--- config.mk ---
export PLATFORM = sky130hd
export DESIGN_NAME = shot_sequencer_flat
export DESIGN_NICKNAME = d
export VERILOG_FILES = /design/src/rtl/shot_sequencer_if.sv /design/src/rtl/shot_sequencer.sv /design/src/flat_wrapper.sv
export SDC_FILE = /design/constraint.sdc
export NUM_CORES = 1
export LEC_CHECK = 0
export BUFFER_PORTS_ARGS = -buffer_cell sky130_fd_sc_hd__buf_2
export CAP_MARGIN = 20
export CORE_UTILIZATION = 52
export DETAILED_ROUTE_END_ITERATION = 7
export GPL_TIMING_DRIVEN = 0
export PLACE_DENSITY = 0.76
export SLEW_MARGIN = 10
export SYNTH_ARGS = -nofsm -noshare
export SYNTH_HDL_FRONTEND = slang
export SYNTH_SLANG_ARGS = --single-unit
--- constraint.sdc ---
create_clock -name clk -period 4.8 [get_ports clk]
set_clock_uncertainty 0.1 [all_clocks]
set_input_delay 0.24 -clock clk [delete_from_list [all_inputs] [get_ports clk]]
set_output_delay 0.24 -clock clk [all_outputs]
set_load 0.1 [all_outputs]
--- src/rtl/shot_sequencer_if.sv ---
// Turn-control bundle between the player/datapath side and the shot sequencer.
interface shot_sequencer_if #(
   parameter int NUM_BALLS = 4
);
   logic                 startOfFrame;
   logic                 shootHeld;
   logic signed [7:0]    aimDirX;
   logic signed [7:0]    aimDirY;
   logic [NUM_BALLS-1:0] ballStopped;
   logic                 cueVelocityWriteEnable;
   logic signed [10:0]   cueVelocityX;
   logic signed [10:0]   cueVelocityY;
   logic                 haltRequest;
   logic                 aimReady;
   logic [7:0]           powerLevel;
   logic                 turnDone;
   logic [7:0]           turnCount;
   logic                 timeoutFlag;

   // Player input / ball datapath side
   modport master (
      output startOfFrame, shootHeld, aimDirX, aimDirY, ballStopped,
      input  cueVelocityWriteEnable, cueVelocityX, cueVelocityY, haltRequest,
             aimReady, powerLevel, turnDone, turnCount, timeoutFlag
   );

   // Sequencer side
   modport slave (
      input  startOfFrame, shootHeld, aimDirX, aimDirY, ballStopped,
      output cueVelocityWriteEnable, cueVelocityX, cueVelocityY, haltRequest,
             aimReady, powerLevel, turnDone, turnCount, timeoutFlag
   );
endinterface

--- src/rtl/shot_sequencer.sv ---
// Turn-level controller: settle, aim, charge, strike, supervise roll, halt on timeout.
module shot_sequencer #(
   parameter int NUM_BALLS             = 4,
   parameter int POWER_MAX             = 200,
   parameter int POWER_STEP            = 4,
   parameter int SETTLE_FRAMES         = 8,
   parameter int MOTION_WAIT_FRAMES    = 4,
   parameter int MOTION_TIMEOUT_FRAMES = 1800
) (
   input logic             clk,
   input logic             resetN,
   shot_sequencer_if.slave bus
);
   localparam int SW = $clog2(SETTLE_FRAMES + 1);
   localparam int WW = $clog2(MOTION_WAIT_FRAMES + 1);
   localparam int MW = $clog2(MOTION_TIMEOUT_FRAMES + 1);
   localparam logic [NUM_BALLS-1:0] ALL_STOPPED = '1;

   typedef enum logic [2:0] {
      SETTLE, AIM, CHARGE, STRIKE, WAIT_MOTION, MOVING, HALT
   } state_t;

   state_t             state, state_nx;
   logic [SW-1:0]      settle_cnt, settle_nx;
   logic [WW-1:0]      wait_cnt, wait_nx;
   logic [MW-1:0]      move_cnt, move_nx;
   logic               saw_release, saw_release_nx;
   logic [7:0]         power, power_nx;
   logic signed [10:0] vel_x, vel_x_nx;
   logic signed [10:0] vel_y, vel_y_nx;
   logic               turn_done, turn_done_nx;
   logic [7:0]         turn_count, turn_count_nx;
   logic               timeout_flag, timeout_nx;
   logic               turn_end;

   logic       frame;
   logic       all_stopped;
   logic [8:0] power_sum;

   assign frame       = bus.startOfFrame;
   assign all_stopped = (bus.ballStopped == ALL_STOPPED);
   assign power_sum   = {1'b0, power} + 9'(POWER_STEP);

   // Clamp aim to +/-64, scale by power, floor-divide by 64.
   function automatic logic signed [10:0] strike_vel(input logic signed [7:0] aim,
                                                     input logic [7:0]        pwr);
      logic signed [7:0]  clamped;
      logic signed [16:0] prod;
      if (aim > 8'sd64)       clamped = 8'sd64;
      else if (aim < -8'sd64) clamped = -8'sd64;
      else                    clamped = aim;
      prod = $signed({{9{clamped[7]}}, clamped}) * $signed({9'b0, pwr});
      return 11'(prod >>> 6);
   endfunction

   // State and datapath registers
   always_ff @(posedge clk or negedge resetN) begin
      if (!resetN) begin
         state        <= SETTLE;
         settle_cnt   <= '0;
         wait_cnt     <= '0;
         move_cnt     <= '0;
         saw_release  <= 1'b0;
         power        <= '0;
         vel_x        <= '0;
         vel_y        <= '0;
         turn_done    <= 1'b0;
         turn_count   <= '0;
         timeout_flag <= 1'b0;
      end else begin
         state        <= state_nx;
         settle_cnt   <= settle_nx;
         wait_cnt     <= wait_nx;
         move_cnt     <= move_nx;
         saw_release  <= saw_release_nx;
         power        <= power_nx;
         vel_x        <= vel_x_nx;
         vel_y        <= vel_y_nx;
         turn_done    <= turn_done_nx;
         turn_count   <= turn_count_nx;
         timeout_flag <= timeout_nx;
      end
   end

   // Next-state and next-register values; frame-gated except STRIKE and HALT
   always_comb begin
      state_nx       = state;
      settle_nx      = settle_cnt;
      wait_nx        = wait_cnt;
      move_nx        = move_cnt;
      saw_release_nx = saw_release;
      power_nx       = power;
      vel_x_nx       = vel_x;
      vel_y_nx       = vel_y;
      turn_done_nx   = 1'b0;
      turn_count_nx  = turn_count;
      timeout_nx     = timeout_flag;
      turn_end       = 1'b0;

      case (state)
         SETTLE: if (frame) begin
            if (!all_stopped) begin
               settle_nx = '0;
            end else if (settle_cnt == SW'(SETTLE_FRAMES - 1)) begin
               settle_nx      = '0;
               saw_release_nx = 1'b0;
               state_nx       = AIM;
            end else begin
               settle_nx = settle_cnt + SW'(1);
            end
         end
         AIM: if (frame) begin
            if (!all_stopped) begin
               settle_nx = '0;
               state_nx  = SETTLE;
            end else if (bus.shootHeld && saw_release) begin
               power_nx = '0;
               state_nx = CHARGE;
            end else if (!bus.shootHeld) begin
               saw_release_nx = 1'b1;
            end
         end
         CHARGE: if (frame) begin
            if (bus.shootHeld) begin
               power_nx = (power_sum > 9'(POWER_MAX)) ? 8'(POWER_MAX) : power_sum[7:0];
            end else if (power != '0) begin
               vel_x_nx = strike_vel(bus.aimDirX, power);
               vel_y_nx = strike_vel(bus.aimDirY, power);
               state_nx = STRIKE;
            end else begin
               saw_release_nx = 1'b0;
               state_nx       = AIM;
            end
         end
         STRIKE: begin
            timeout_nx = 1'b0;
            wait_nx    = '0;
            state_nx   = WAIT_MOTION;
         end
         WAIT_MOTION: if (frame) begin
            if (!bus.ballStopped[0]) begin
               move_nx  = '0;
               state_nx = MOVING;
            end else if (wait_cnt == WW'(MOTION_WAIT_FRAMES - 1)) begin
               turn_end = 1'b1;
            end else begin
               wait_nx = wait_cnt + WW'(1);
            end
         end
         MOVING: if (frame) begin
            if (all_stopped) begin
               turn_end = 1'b1;
            end else if (move_cnt == MW'(MOTION_TIMEOUT_FRAMES - 1)) begin
               state_nx = HALT;
            end else begin
               move_nx = move_cnt + MW'(1);
            end
         end
         HALT: begin
            timeout_nx = 1'b1;
            turn_end   = 1'b1;
         end
         default: state_nx = SETTLE;
      endcase

      // Turn end is folded into the transition into SETTLE; turnDone is registered
      // so it lands one cycle after the deciding frame or the HALT cycle.
      if (turn_end) begin
         state_nx      = SETTLE;
         settle_nx     = '0;
         power_nx      = '0;
         turn_done_nx  = 1'b1;
         turn_count_nx = turn_count + 8'd1;
      end
   end

   assign bus.cueVelocityWriteEnable = (state == STRIKE);
   assign bus.haltRequest            = (state == HALT);
   assign bus.aimReady               = (state == AIM) || (state == CHARGE);
   assign bus.cueVelocityX           = vel_x;
   assign bus.cueVelocityY           = vel_y;
   assign bus.powerLevel             = power;
   assign bus.turnDone               = turn_done;
   assign bus.turnCount              = turn_count;
   assign bus.timeoutFlag            = timeout_flag;
endmodule

--- src/flat_wrapper.sv ---
// flat-port wrapper written by rule: the top's interface ports become plain ports
module shot_sequencer_flat 
#(
   parameter int NUM_BALLS             = 4,
   parameter int POWER_MAX             = 200,
   parameter int POWER_STEP            = 4,
   parameter int SETTLE_FRAMES         = 8,
   parameter int MOTION_WAIT_FRAMES    = 4,
   parameter int MOTION_TIMEOUT_FRAMES = 1800
)
  (clk, resetN, bus_startOfFrame, bus_shootHeld, bus_aimDirX, bus_aimDirY, bus_ballStopped, bus_cueVelocityWriteEnable, bus_cueVelocityX, bus_cueVelocityY, bus_haltRequest, bus_aimReady, bus_powerLevel, bus_turnDone, bus_turnCount, bus_timeoutFlag);
  shot_sequencer_if #(.NUM_BALLS(NUM_BALLS)) bus_i ();
  input logic clk;
  input logic resetN;
  input wire logic [$bits(bus_i.startOfFrame)-1:0] bus_startOfFrame;
  input wire logic [$bits(bus_i.shootHeld)-1:0] bus_shootHeld;
  input wire logic [$bits(bus_i.aimDirX)-1:0] bus_aimDirX;
  input wire logic [$bits(bus_i.aimDirY)-1:0] bus_aimDirY;
  input wire logic [$bits(bus_i.ballStopped)-1:0] bus_ballStopped;
  output wire logic [$bits(bus_i.cueVelocityWriteEnable)-1:0] bus_cueVelocityWriteEnable;
  output wire logic [$bits(bus_i.cueVelocityX)-1:0] bus_cueVelocityX;
  output wire logic [$bits(bus_i.cueVelocityY)-1:0] bus_cueVelocityY;
  output wire logic [$bits(bus_i.haltRequest)-1:0] bus_haltRequest;
  output wire logic [$bits(bus_i.aimReady)-1:0] bus_aimReady;
  output wire logic [$bits(bus_i.powerLevel)-1:0] bus_powerLevel;
  output wire logic [$bits(bus_i.turnDone)-1:0] bus_turnDone;
  output wire logic [$bits(bus_i.turnCount)-1:0] bus_turnCount;
  output wire logic [$bits(bus_i.timeoutFlag)-1:0] bus_timeoutFlag;
  assign bus_i.startOfFrame = bus_startOfFrame;
  assign bus_i.shootHeld = bus_shootHeld;
  assign bus_i.aimDirX = bus_aimDirX;
  assign bus_i.aimDirY = bus_aimDirY;
  assign bus_i.ballStopped = bus_ballStopped;
  assign bus_cueVelocityWriteEnable = bus_i.cueVelocityWriteEnable;
  assign bus_cueVelocityX = bus_i.cueVelocityX;
  assign bus_cueVelocityY = bus_i.cueVelocityY;
  assign bus_haltRequest = bus_i.haltRequest;
  assign bus_aimReady = bus_i.aimReady;
  assign bus_powerLevel = bus_i.powerLevel;
  assign bus_turnDone = bus_i.turnDone;
  assign bus_turnCount = bus_i.turnCount;
  assign bus_timeoutFlag = bus_i.timeoutFlag;
  shot_sequencer #(.NUM_BALLS(NUM_BALLS), .POWER_MAX(POWER_MAX), .POWER_STEP(POWER_STEP), .SETTLE_FRAMES(SETTLE_FRAMES), .MOTION_WAIT_FRAMES(MOTION_WAIT_FRAMES), .MOTION_TIMEOUT_FRAMES(MOTION_TIMEOUT_FRAMES)) u_core (.clk(clk), .resetN(resetN), .bus(bus_i));
endmodule
==> flow_summary.yaml, run 1 <==
detailed_routing:
  ant_nets: 0
  wire_per_inst_um: 14.8
  via_per_inst: 5.43
  drcViolationCount: 0
  first_pass_iters: 5
  drtIter0Drc: 389
  via_count: 5766
  wirelength_um: 15700
critical_path:
  cp_slowest_cell: "fa_1"
  startpoint: "u_core.bus.powerLevel[5]$_DFFE_PN0P_"
  worstSetupPathType: "register to register"
  arrival_ns: 4.70
  crit_family: "adder cells"
  regToRegSetupSlack_ns: 0.19
  crit_end: "u_core.bus.cueVelocityX[10]$_DFFE_PN0P_"
  reg2reg_to: "u_core.bus.cueVelocityX[10]$_DFFE_PN0P_"
  cp_max_fo: 7
  timing.rr.start: "u_core.bus.powerLevel[5]$_DFFE_PN0P_"
  end_kind: "register"
  critPathMostFrequentCell: "fa_1"
  path_depth: 16
  r2r_cells: 16
  cp-start-kind: "register"
  crit_buf_inv: 3
  cp.required_ns: 4.89
  path_cells: "buf_8 -> and3_4 -> fa_1 -> fa_1 -> fa_1 -> inv_1 -> fa_1 -> inv_1 -> ha_4 -> a21o_1 -> a21o_1 -> a311o_1 -> a21oi_2 -> o21ai_1 -> xnor2_1 -> o21ai_1"
  slowest_delay_ns: 0.55
global_route:
  grt_pass1_vias: 5461
  grt_usage: 0.229
  grt_pass1_wl_um: 25900
  overflow: 0
  antenna_found_initial: 0
  grt_max_degree: 61
final_layout:
  utilization: 0.647
  areaGrowthSynthToFinish_pct: 19.2
  drive_above_1_share: 0.188
  nets: 1065
  nFillCells: 1063
  num_antenna_cells: 0
floorplan:
  dieArea_mm2: 0.0138
  initial_core_util: 0.543
  rows: 41
  ios: 67
  fp.coreArea_mm2: 0.0128
  die_h_um: 118
  die_x_um: 118
logic_synthesis:
  synthAdderAreaFrac: 0.351
  synth_top_family_by_area: "adder cells"
  seq_area_frac_synth: 0.216
  synth_area_leaders: "dfrtp_1, fa_1, ha_1"
  synth_simple_gate_area_frac: 0.188
  synth.avg_cell_area_um2: 9.05
  ys_types: 57
  synth-edff-count: 0
  synth-xor-area-share: 0.0491
  synth_compound_area_frac: 0.107
  synth_top_cell_by_area: "dfrtp_1"
  synth_area_mm2: 0.00696
  synth_mux_area_frac: 0.00773
  yosys_warnings: 0
  synth_top_area_share: 0.216
  synth_ff_type: "dfrtp_1"
  yosys_register_bits: 60
  synth_cells: 769
  async_flop_share: 1.00
place:
  gp_congestion: 0.870
  dp_hpwl_um: 12100
  place_ws_ns: -0.649
  portBuffers: 62
worst_hold_path:
  hp-class: "input pin to register"
clocking:
  ctsLongestPathBuffers: 2
  clk_latency_ns: 0.33
  htree_levels: 3
  cts_root_buffer: "clkbuf_16"
  cts-buffers-inserted: 9
  cts_sinks: 60
  cts_tree: "yes"
  path_clk_slew_ns: 0.05
sta:
  finalSetupViolations: 0
  grt_setup_unrepaired: "false"
  period_minus_slack_ns: 4.61
  hold_viol: 0
  worstMarginPinSlew_ns: 0.778
  whs_ns: 0.224
  final_max_slew_viol_count: 0
  fmax_mhz: 217
  setup_slack_ns: 0.193
  fin_crit_sh: 0.960
  relSlewSlack: 0.481
power:
  p_sw_frac: 0.540
  leakagePower_nw: 4.43
  clock_power_share: 0.152
  combPwrFrac: 0.669
  vdd_drop_max_mv: 0.652
  power_frac_seq: 0.179
  p_int_w: 0.00193
  power_switching_w: 0.00226
  power_density_mw_per_mm2: 505
job:
  maxCapViolCount: 0
outcome:
  status: "completed"
==> metal layers <==
layer	up-vias	part of all wire	GRT usage
li1	2808	-	-
met1	2771	0.44	0.305
met2	172	0.48	0.380
met3	15	0.066	0.0543
met4	0	0.012	0.0489
met5	-	0	0
==> synth_stat cells, types with 3 or more instances <==
cell type,instances
o22ai_1,4
nor3_1,8
and3_1,65
and2_1,3
o21ai_0,39
nor2_1,32
xor2_1,16
a31o_2,3
o31ai_1,3
o21ai_1,6
mux2_2,3
nand3_1,29
a21o_1,11
o21bai_1,4
inv_1,100
a31oi_1,9
nand2_1,47
buf_2,7
or3_1,6
a41oi_1,3
a21oi_1,29
nand2b_1,7
dfrtp_1,60
clkbuf_1,30
xnor2_1,23
nand4_1,10
fa_1,64
nor2b_1,14
ha_1,93
nand3b_1,4
==> state kept, by name, indices dropped and copies added, names as in the netlist <==
signal and count:
u_core.bus.cueVelocityX 11, u_core.bus.cueVelocityY 11, u_core.bus.powerLevel 6, u_core.bus.timeoutFlag 1
u_core.bus.turnCount 8, u_core.bus.turnDone 1, u_core.move_cnt 11, u_core.saw_release 1
u_core.settle_cnt 4, u_core.state 3, u_core.wait_cnt 3
==> how the worst min path moves through the flow <==
stage	start	to	slack [ns]	depth (start not counted)
5_1_grt	bus_ballStopped[0]	u_core.move_cnt[6]$_DFFE_PN0P_	0.25	3
2_1_floorplan	resetN	u_core.bus.cueVelocityX[0]$_DFFE_PN0P_	-0.16	0
4_1_cts	bus_ballStopped[0]	u_core.state[2]$_DFFE_PN0P_	0.21	4
6_report	bus_ballStopped[0]	u_core.state[2]$_DFFE_PN0P_	0.22	4
3_3_place_gp	u_core.bus.turnCount[7]$_DFFE_PN0P_	u_core.bus.turnCount[7]$_DFFE_PN0P_	0.36	1
3_5_place_dp	resetN	u_core.wait_cnt[1]$_DFFE_PN0P_	0.27	1
==> worst min-delay path, delay by kind of cell <==
kind | cells | cell delay (ns)
AND/OR/NAND/NOR | 1 | 0.05
buffers and inverters | 1 | 0.13
AO/OA/AOI/OAI | 2 | 0.20
==> cell type report <==
| class | count | area, um^2 | share of cell area |
|---|---|---|---|
| multi-input cells | 585 | 5100 | 0.615 |
| flip-flops and latches | 60 | 1520 | 0.184 |
| repair buffers | 91 | 531 | 0.0640 |
| inverters | 102 | 393 | 0.0474 |
| plain buffers | 35 | 240 | 0.0290 |
| clock buffers | 10 | 229 | 0.0276 |
| well taps | 172 | 215 | 0.0260 |
| clock inverters | 6 | 65.1 | 0.00785 |
==> stage by stage <==
stage / TNS [ns] / cells / area [um^2] / total power (W)
floorplan: 0 / 787 / 7130 / 0.00290
global placement: -5.14 / 1021 / 7650 / 0.00336
detailed placement: -5.98 / 1021 / 7650 / 0.00340
CTS: 0 / 1037 / 8020 / 0.00409
global route: 0 / 1061 / 8290 / 0.00452
finish: 0 / 1061 / 8290 / 0.00419
==> power groups by stage <==
stage / logic (W) / clock network [W] / registers, W
after floorplan: 0.00139 / 0 / 0.00151
after global placement: 0.00261 / 0 / 0.000754
after detailed placement: 0.00264 / 0 / 0.000759
after CTS: 0.00268 / 0.000653 / 0.000760
after global routing: 0.00308 / 0.000670 / 0.000770
final: 0.00280 / 0.000637 / 0.000751
==> what timing repair did <==
| action | CTS | global route |
|---|---|---|
| resized for setup | 20 | 35 |
| setup buffers | 4 | 23 |
| setup endpoints to repair | 13 | 12 |
| hold buffers | 1 | 0 |
| pin swaps | 7 | 16 |
| hold endpoints to repair | 60 | 0 |
==> placed cells by master, fill, tap and decap left out, types with 4 or more instances in the layout <==
master	count
inv_1	97
ha_1	90
buf_2	68
and3_1	64
fa_1	63
dfrtp_1	54
nand2_1	47
o21ai_0	36
buf_4	31
nor2_1	29
nand3_1	29
a21oi_1	26
xnor2_1	21
conb_1	20
xor2_1	16
nor2b_1	14
clkbuf_1	14
a21o_1	11
nand4_1	10
a31oi_1	9
clkbuf_16	9
nor3_1	8
o21ai_1	8
nand2b_1	7
or3_1	6
dfrtp_4	6
clkbuf_2	5
buf_8	4
nand3b_1	4
o21bai_1	4
==> kinds of logic (layout without fill, tap and decap cells) <==
| family | count (synthesis) | in the layout |
|---|---|---|
| AO/OA/AOI/OAI | 123 | 123 |
| XOR/XNOR | 39 | 39 |
| adder cells (fa/ha/maj) | 157 | 157 |
| buffers and inverters | 142 | 244 |
| flip-flops | 60 | 60 |
| multiplexers | 5 | 5 |
| other | 2 | 20 |
| AND/OR/NAND/NOR | 241 | 241 |
Note: power is estimated with default switching activity, not from simulation.
==> run 2: changes to the inputs <==
RECOVER_POWER = 50   (was default)
==> flow_summary.yaml, run 2 (same netlist as run 1, synthesis figures left out) <==
global_route:
  overflow: 0
  grt_max_degree: 61
  grt_pass1_vias: 5461
  grt_usage: 0.229
  antenna_found_initial: 0
  grt_pass1_wl_um: 25900
sta:
  relSlewSlack: 0.204
  final_max_slew_viol_count: 0
  period_minus_slack_ns: 4.61
  worstMarginPinSlew_ns: 1.20
  grt_setup_unrepaired: "false"
  fin_crit_sh: 0.960
  finalSetupViolations: 0
  fmax_mhz: 217
  hold_viol: 0
  setup_tns_ns: 0
final_layout:
  drive_above_1_share: 0.166
  utilization: 0.645
  final_common_cell: "inv_1"
  num_antenna_cells: 0
  nets: 1065
  finalNonFillerCells: 1061
  areaGrowthSynthToFinish_pct: 18.8
  final_area_mm2: 0.00827
  layout_common_cells: "inv_1, ha_1, and3_1"
critical_path:
  cp_slowest_cell: "fa_1"
  cp-start-kind: "register"
  crit_end: "u_core.bus.cueVelocityX[10]$_DFFE_PN0P_"
  worstSetupPathType: "register to register"
  cp_max_fo: 7
  regToRegSetupSlack_ns: 0.19
  cp.required_ns: 4.89
  critPathMostFrequentCell: "fa_1"
  r2r_cells: 16
  path_cells: "buf_8 -> and3_4 -> fa_1 -> fa_1 -> fa_1 -> inv_1 -> fa_1 -> inv_1 -> ha_4 -> a21o_1 -> a21o_1 -> a311o_1 -> a21oi_2 -> o21ai_1 -> xnor2_1 -> o21ai_1"
  timing.rr.start: "u_core.bus.powerLevel[5]$_DFFE_PN0P_"
  startpoint: "u_core.bus.powerLevel[5]$_DFFE_PN0P_"
  reg2reg_to: "u_core.bus.cueVelocityX[10]$_DFFE_PN0P_"
  end_kind: "register"
  arrival_ns: 4.70
  slowest_delay_ns: 0.55
floorplan:
  die_x_um: 118
  fp.coreArea_mm2: 0.0128
  initial_core_util: 0.543
  dieArea_mm2: 0.0138
  rows: 41
  ios: 67
  die_h_um: 118
clocking:
  ctsLongestPathBuffers: 2
  cts_tree: "yes"
  path_clk_slew_ns: 0.05
  clk_latency_ns: 0.33
  cts_sinks: 60
  cts-buffers-inserted: 9
  cts_root_buffer: "clkbuf_16"
  htree_levels: 3
power:
  p_sw_frac: 0.542
  combPwrFrac: 0.667
  power_frac_seq: 0.181
  clock_power_share: 0.153
  p_int_w: 0.00191
  power_switching_w: 0.00226
  leakagePower_nw: 4.36
  vdd_drop_max_mv: 0.655
  power_density_mw_per_mm2: 504
place:
  dp_hpwl_um: 12100
  portBuffers: 62
  gp_congestion: 0.870
  place_area_mm2: 0.00765
  placed_cells: 1021
worst_hold_path:
  holdPathStages: 4
  hp-class: "input pin to register"
detailed_routing:
  wirelength_um: 15700
  via_count: 5745
  drtIter0Drc: 395
  ant_nets: 0
  wire_per_inst_um: 14.8
  drcViolationCount: 0
  via_per_inst: 5.41
  first_pass_iters: 5
job:
  maxCapViolCount: 0
outcome:
  status: "completed"
-- run 2: cell count changes in the layout (fill, tap and decap cells not counted), sizes merged --
cell	previous run	this run
clkbuf	28	47
buf	107	88
-- run 2: power groups by stage --
stage | combinational (W) | sequential, W | clock (W)
after floorplan | 0.00139 | 0.00151 | 0
after global routing | 0.00306 | 0.000771 | 0.000670
after global placement | 0.00261 | 0.000754 | 0
after CTS | 0.00268 | 0.000760 | 0.000653
final | 0.00278 | 0.000754 | 0.000636
after detailed placement | 0.00264 | 0.000759 | 0
-- run 2: cell type report --
cell class	instances	area (um^2)
multi-input cells	585	5100
inverters	102	393
clock buffers	10	229
well taps	172	215
plain buffers	35	240
flip-flops and latches	60	1520
fillers	1072	4560
clock inverters	6	65.1
repair buffers	91	507
-- run 2: per-layer routing --
metal / part of all wire / GRT usage
met5: 0 / 0
met2: 0.48 / 0.380
met4: 0.012 / 0.0489
met3: 0.065 / 0.0543
met1: 0.44 / 0.305
-- run 2: worst min path at each step --
stage / end / startpoint / slack [ns]
floorplan: u_core.bus.cueVelocityX[0]$_DFFE_PN0P_ / resetN / -0.16
global placement: u_core.bus.turnCount[7]$_DFFE_PN0P_ / u_core.bus.turnCount[7]$_DFFE_PN0P_ / 0.36
detailed placement: u_core.wait_cnt[1]$_DFFE_PN0P_ / resetN / 0.27
CTS: u_core.state[2]$_DFFE_PN0P_ / bus_ballStopped[0] / 0.21
global route: u_core.move_cnt[6]$_DFFE_PN0P_ / bus_ballStopped[0] / 0.25
finish: u_core.state[2]$_DFFE_PN0P_ / bus_ballStopped[0] / 0.22
-- run 2: what timing repair did --
action / CTS / global route
endpoints found under the setup margin: 13 / 12
hold buffers: 1 / 0
buffers inserted: 4 / 23
pin swaps: 7 / 16
resized for setup: 20 / 35
cloned: 0 / 0
endpoints found under the hold margin: 60 / 0
-- run 2: worst max-delay path, delay by kind of cell, from the launching register on --
family | cells | cell delay [ns]
AOI/OAI and AO/OA | 6 | 1.07
xor gates and xnor gates | 1 | 0.16
DFF | 1 | 0.50
and+or+nand+nor | 1 | 0.14
buffers and inverters | 3 | 0.25
adders and majority gates | 5 | 2.23
-- run 2: metrics by stage --
stage	worst slack [ns]	hold slack, ns	power [W]
after CTS	0.00234	0.211	0.00409
after detailed placement	-0.649	0.268	0.00340
after floorplan	0.00952	-0.156	0.00290
final	0.194	0.223	0.00417
after global routing	0.0000351	0.253	0.00450
after global placement	-0.573	0.359	0.00336
==> run 3: changes to the inputs <==
CTS_BUF_LIST = sky130_fd_sc_hd__clkbuf_8   (was default)
==> flow_summary.yaml, run 3 (same netlist as run 1, synthesis figures left out) <==
critical_path:
  arrival_ns: 4.76
  worstSetupPathType: "register to register"
  cp-start-kind: "register"
  startpoint: "u_core.bus.powerLevel[6]$_DFFE_PN0P_"
  timing.rr.start: "u_core.bus.powerLevel[6]$_DFFE_PN0P_"
  cp_max_fo: 10
  end_kind: "register"
  cp.required_ns: 4.91
outcome:
  violations: "max-capacitance violations, max-slew violations"
  status: "finished, violations left"
detailed_routing:
  wire_per_inst_um: 14.6
  via_count: 5719
  drcViolationCount: 0
  drtIter0Drc: 335
  first_pass_iters: 5
  via_per_inst: 5.44
  ant_nets: 0
  wirelength_um: 15300
clocking:
  clk_latency_ns: 0.35
  cts_tree: "yes"
  path_clk_slew_ns: 0.07
  ctsLongestPathBuffers: 2
  htree_levels: 3
  cts_sinks: 60
  cts-buffers-inserted: 9
  cts_root_buffer: "clkbuf_8"
place:
  placed_cells: 1021
  gp_congestion: 0.870
  dp_hpwl_um: 12100
  portBuffers: 62
sta:
  relSlewSlack: -1.20
  grt_setup_unrepaired: "true"
  worstMarginPinSlew_ns: 3.29
  fin_crit_sh: 0.968
  final_max_slew_viol_count: 61
  period_minus_slack_ns: 4.65
  finalSetupViolations: 0
  fmax_mhz: 215
  hold_viol: 0
final_layout:
  multi_input_area_mm2: 0.00510
  layout_common_cells: "inv_1, ha_1, and3_1, fa_1, dfrtp_1"
  areaGrowthSynthToFinish_pct: 16.4
  num_antenna_cells: 0
  finalNonFillerCells: 1051
  nFillCells: 1115
  seq_area_mm2: 0.00152
  final_common_cell: "inv_1"
  nets: 1055
  utilization: 0.632
  drive_above_1_share: 0.157
floorplan:
  die_h_um: 118
  ios: 67
  initial_core_util: 0.543
  dieArea_mm2: 0.0138
  die_x_um: 118
  rows: 41
  fp.coreArea_mm2: 0.0128
global_route:
  grt_pass1_vias: 5408
  grt_max_degree: 61
  overflow: 0
  antenna_found_initial: 0
  grt_usage: 0.228
  grt_pass1_wl_um: 25800
power:
  leakagePower_nw: 4.26
  power_density_mw_per_mm2: 494
  vdd_drop_max_mv: 0.520
worst_hold_path:
  min_from: "bus_ballStopped[0]"
  hp-class: "input pin to register"
job:
  maxCapViolCount: 1
run 3: cell count changes in the layout (fill, tap and decap cells not counted), sizes merged:
| cell | previous run | this run |
|---|---|---|
| clkbuf | 47 | 52 |
| clkinvlp | 3 | 2 |
| inv | 100 | 102 |
| buf | 88 | 72 |
run 3: final cells by class:
class | count | share of cell area
multi-input combinational | 585 | 0.629
sequential | 60 | 0.188
timing repair buffer | 80 | 0.0541
inverter | 102 | 0.0480
buffer | 36 | 0.0300
tap | 172 | 0.0266
clock buffer | 9 | 0.0153
clock inverter | 7 | 0.00849
run 3: what timing repair did:
item,in CTS,in global routing
buffers inserted,4,11
endpoints found under the setup margin,13,13
resized for setup,17,35
cloned,0,1
pin swaps,6,19
hold buffers,1,0
endpoints found under the hold margin,60,0
run 3: path summary, 6_finish.rpt:
kind	to	slack, ns	depth (start not counted)
min	u_core.wait_cnt[0]$_DFFE_PN0P_	0.20	4
max reg2reg	u_core.bus.cueVelocityX[10]$_DFFE_PN0P_	0.15	15
min in group asynchronous	u_core.wait_cnt[1]$_DFFE_PN0P_	1.44	2
min reg2reg	u_core.bus.turnCount[7]$_DFFE_PN0P_	0.37	1
max	u_core.bus.cueVelocityX[10]$_DFFE_PN0P_	0.15	15
max in group asynchronous	u_core.bus.powerLevel[4]$_DFFE_PN0P_	0.84	2
run 3: power breakdown:
group / internal [W] / leakage [nW] / switching (W) / total [W]
sequential: 0.000646 / 0.791 / 0.000104 / 0.000750
clock: 0.000237 / 0.100 / 0.000214 / 0.000452
combinational: 0.000866 / 3.37 / 0.00193 / 0.00280
run 3: stage by stage:
| stage | hold WS [ns] | TNS (ns) | cell area [um^2] | setup WS [ns] | total power, W |
|---|---|---|---|---|---|
| 6_report | 0.204 | 0 | 8100 | 0.154 | 0.00400 |
| 5_1_grt | 0.226 | -0.0313 | 8100 | -0.0313 | 0.00434 |
| 4_1_cts | 0.189 | 0 | 7930 | 0.00148 | 0.00391 |
| 3_5_place_dp | 0.268 | -5.98 | 7650 | -0.649 | 0.00340 |
| 3_3_place_gp | 0.359 | -5.14 | 7650 | -0.573 | 0.00336 |
| 2_1_floorplan | -0.156 | 0 | 7130 | 0.00952 | 0.00290 |
run 3: routing by layer:
| metal | vias up | track usage | share of wire |
|---|---|---|---|
| met4 | 0 | 0.0232 | 0.0054 |
| met3 | 11 | 0.0567 | 0.069 |
| met5 | - | 0 | 0 |
| met2 | 171 | 0.382 | 0.48 |
| met1 | 2746 | 0.307 | 0.45 |
| li1 | 2791 | - | - |
run 3: worst max-delay path, stage by stage (launching register included):
cell and delay (ns):
dfrtp_4 0.51, clkbuf_4 0.20, and3_1 0.17, fa_1 0.54, fa_1 0.45, fa_1 0.54, inv_1 0.05, fa_1 0.52
inv_1 0.06, ha_4 0.26, a21o_1 0.20, a311o_1 0.34, a21oi_2 0.20, o21ai_1 0.11, xnor2_1 0.17, o21ai_1 0.08
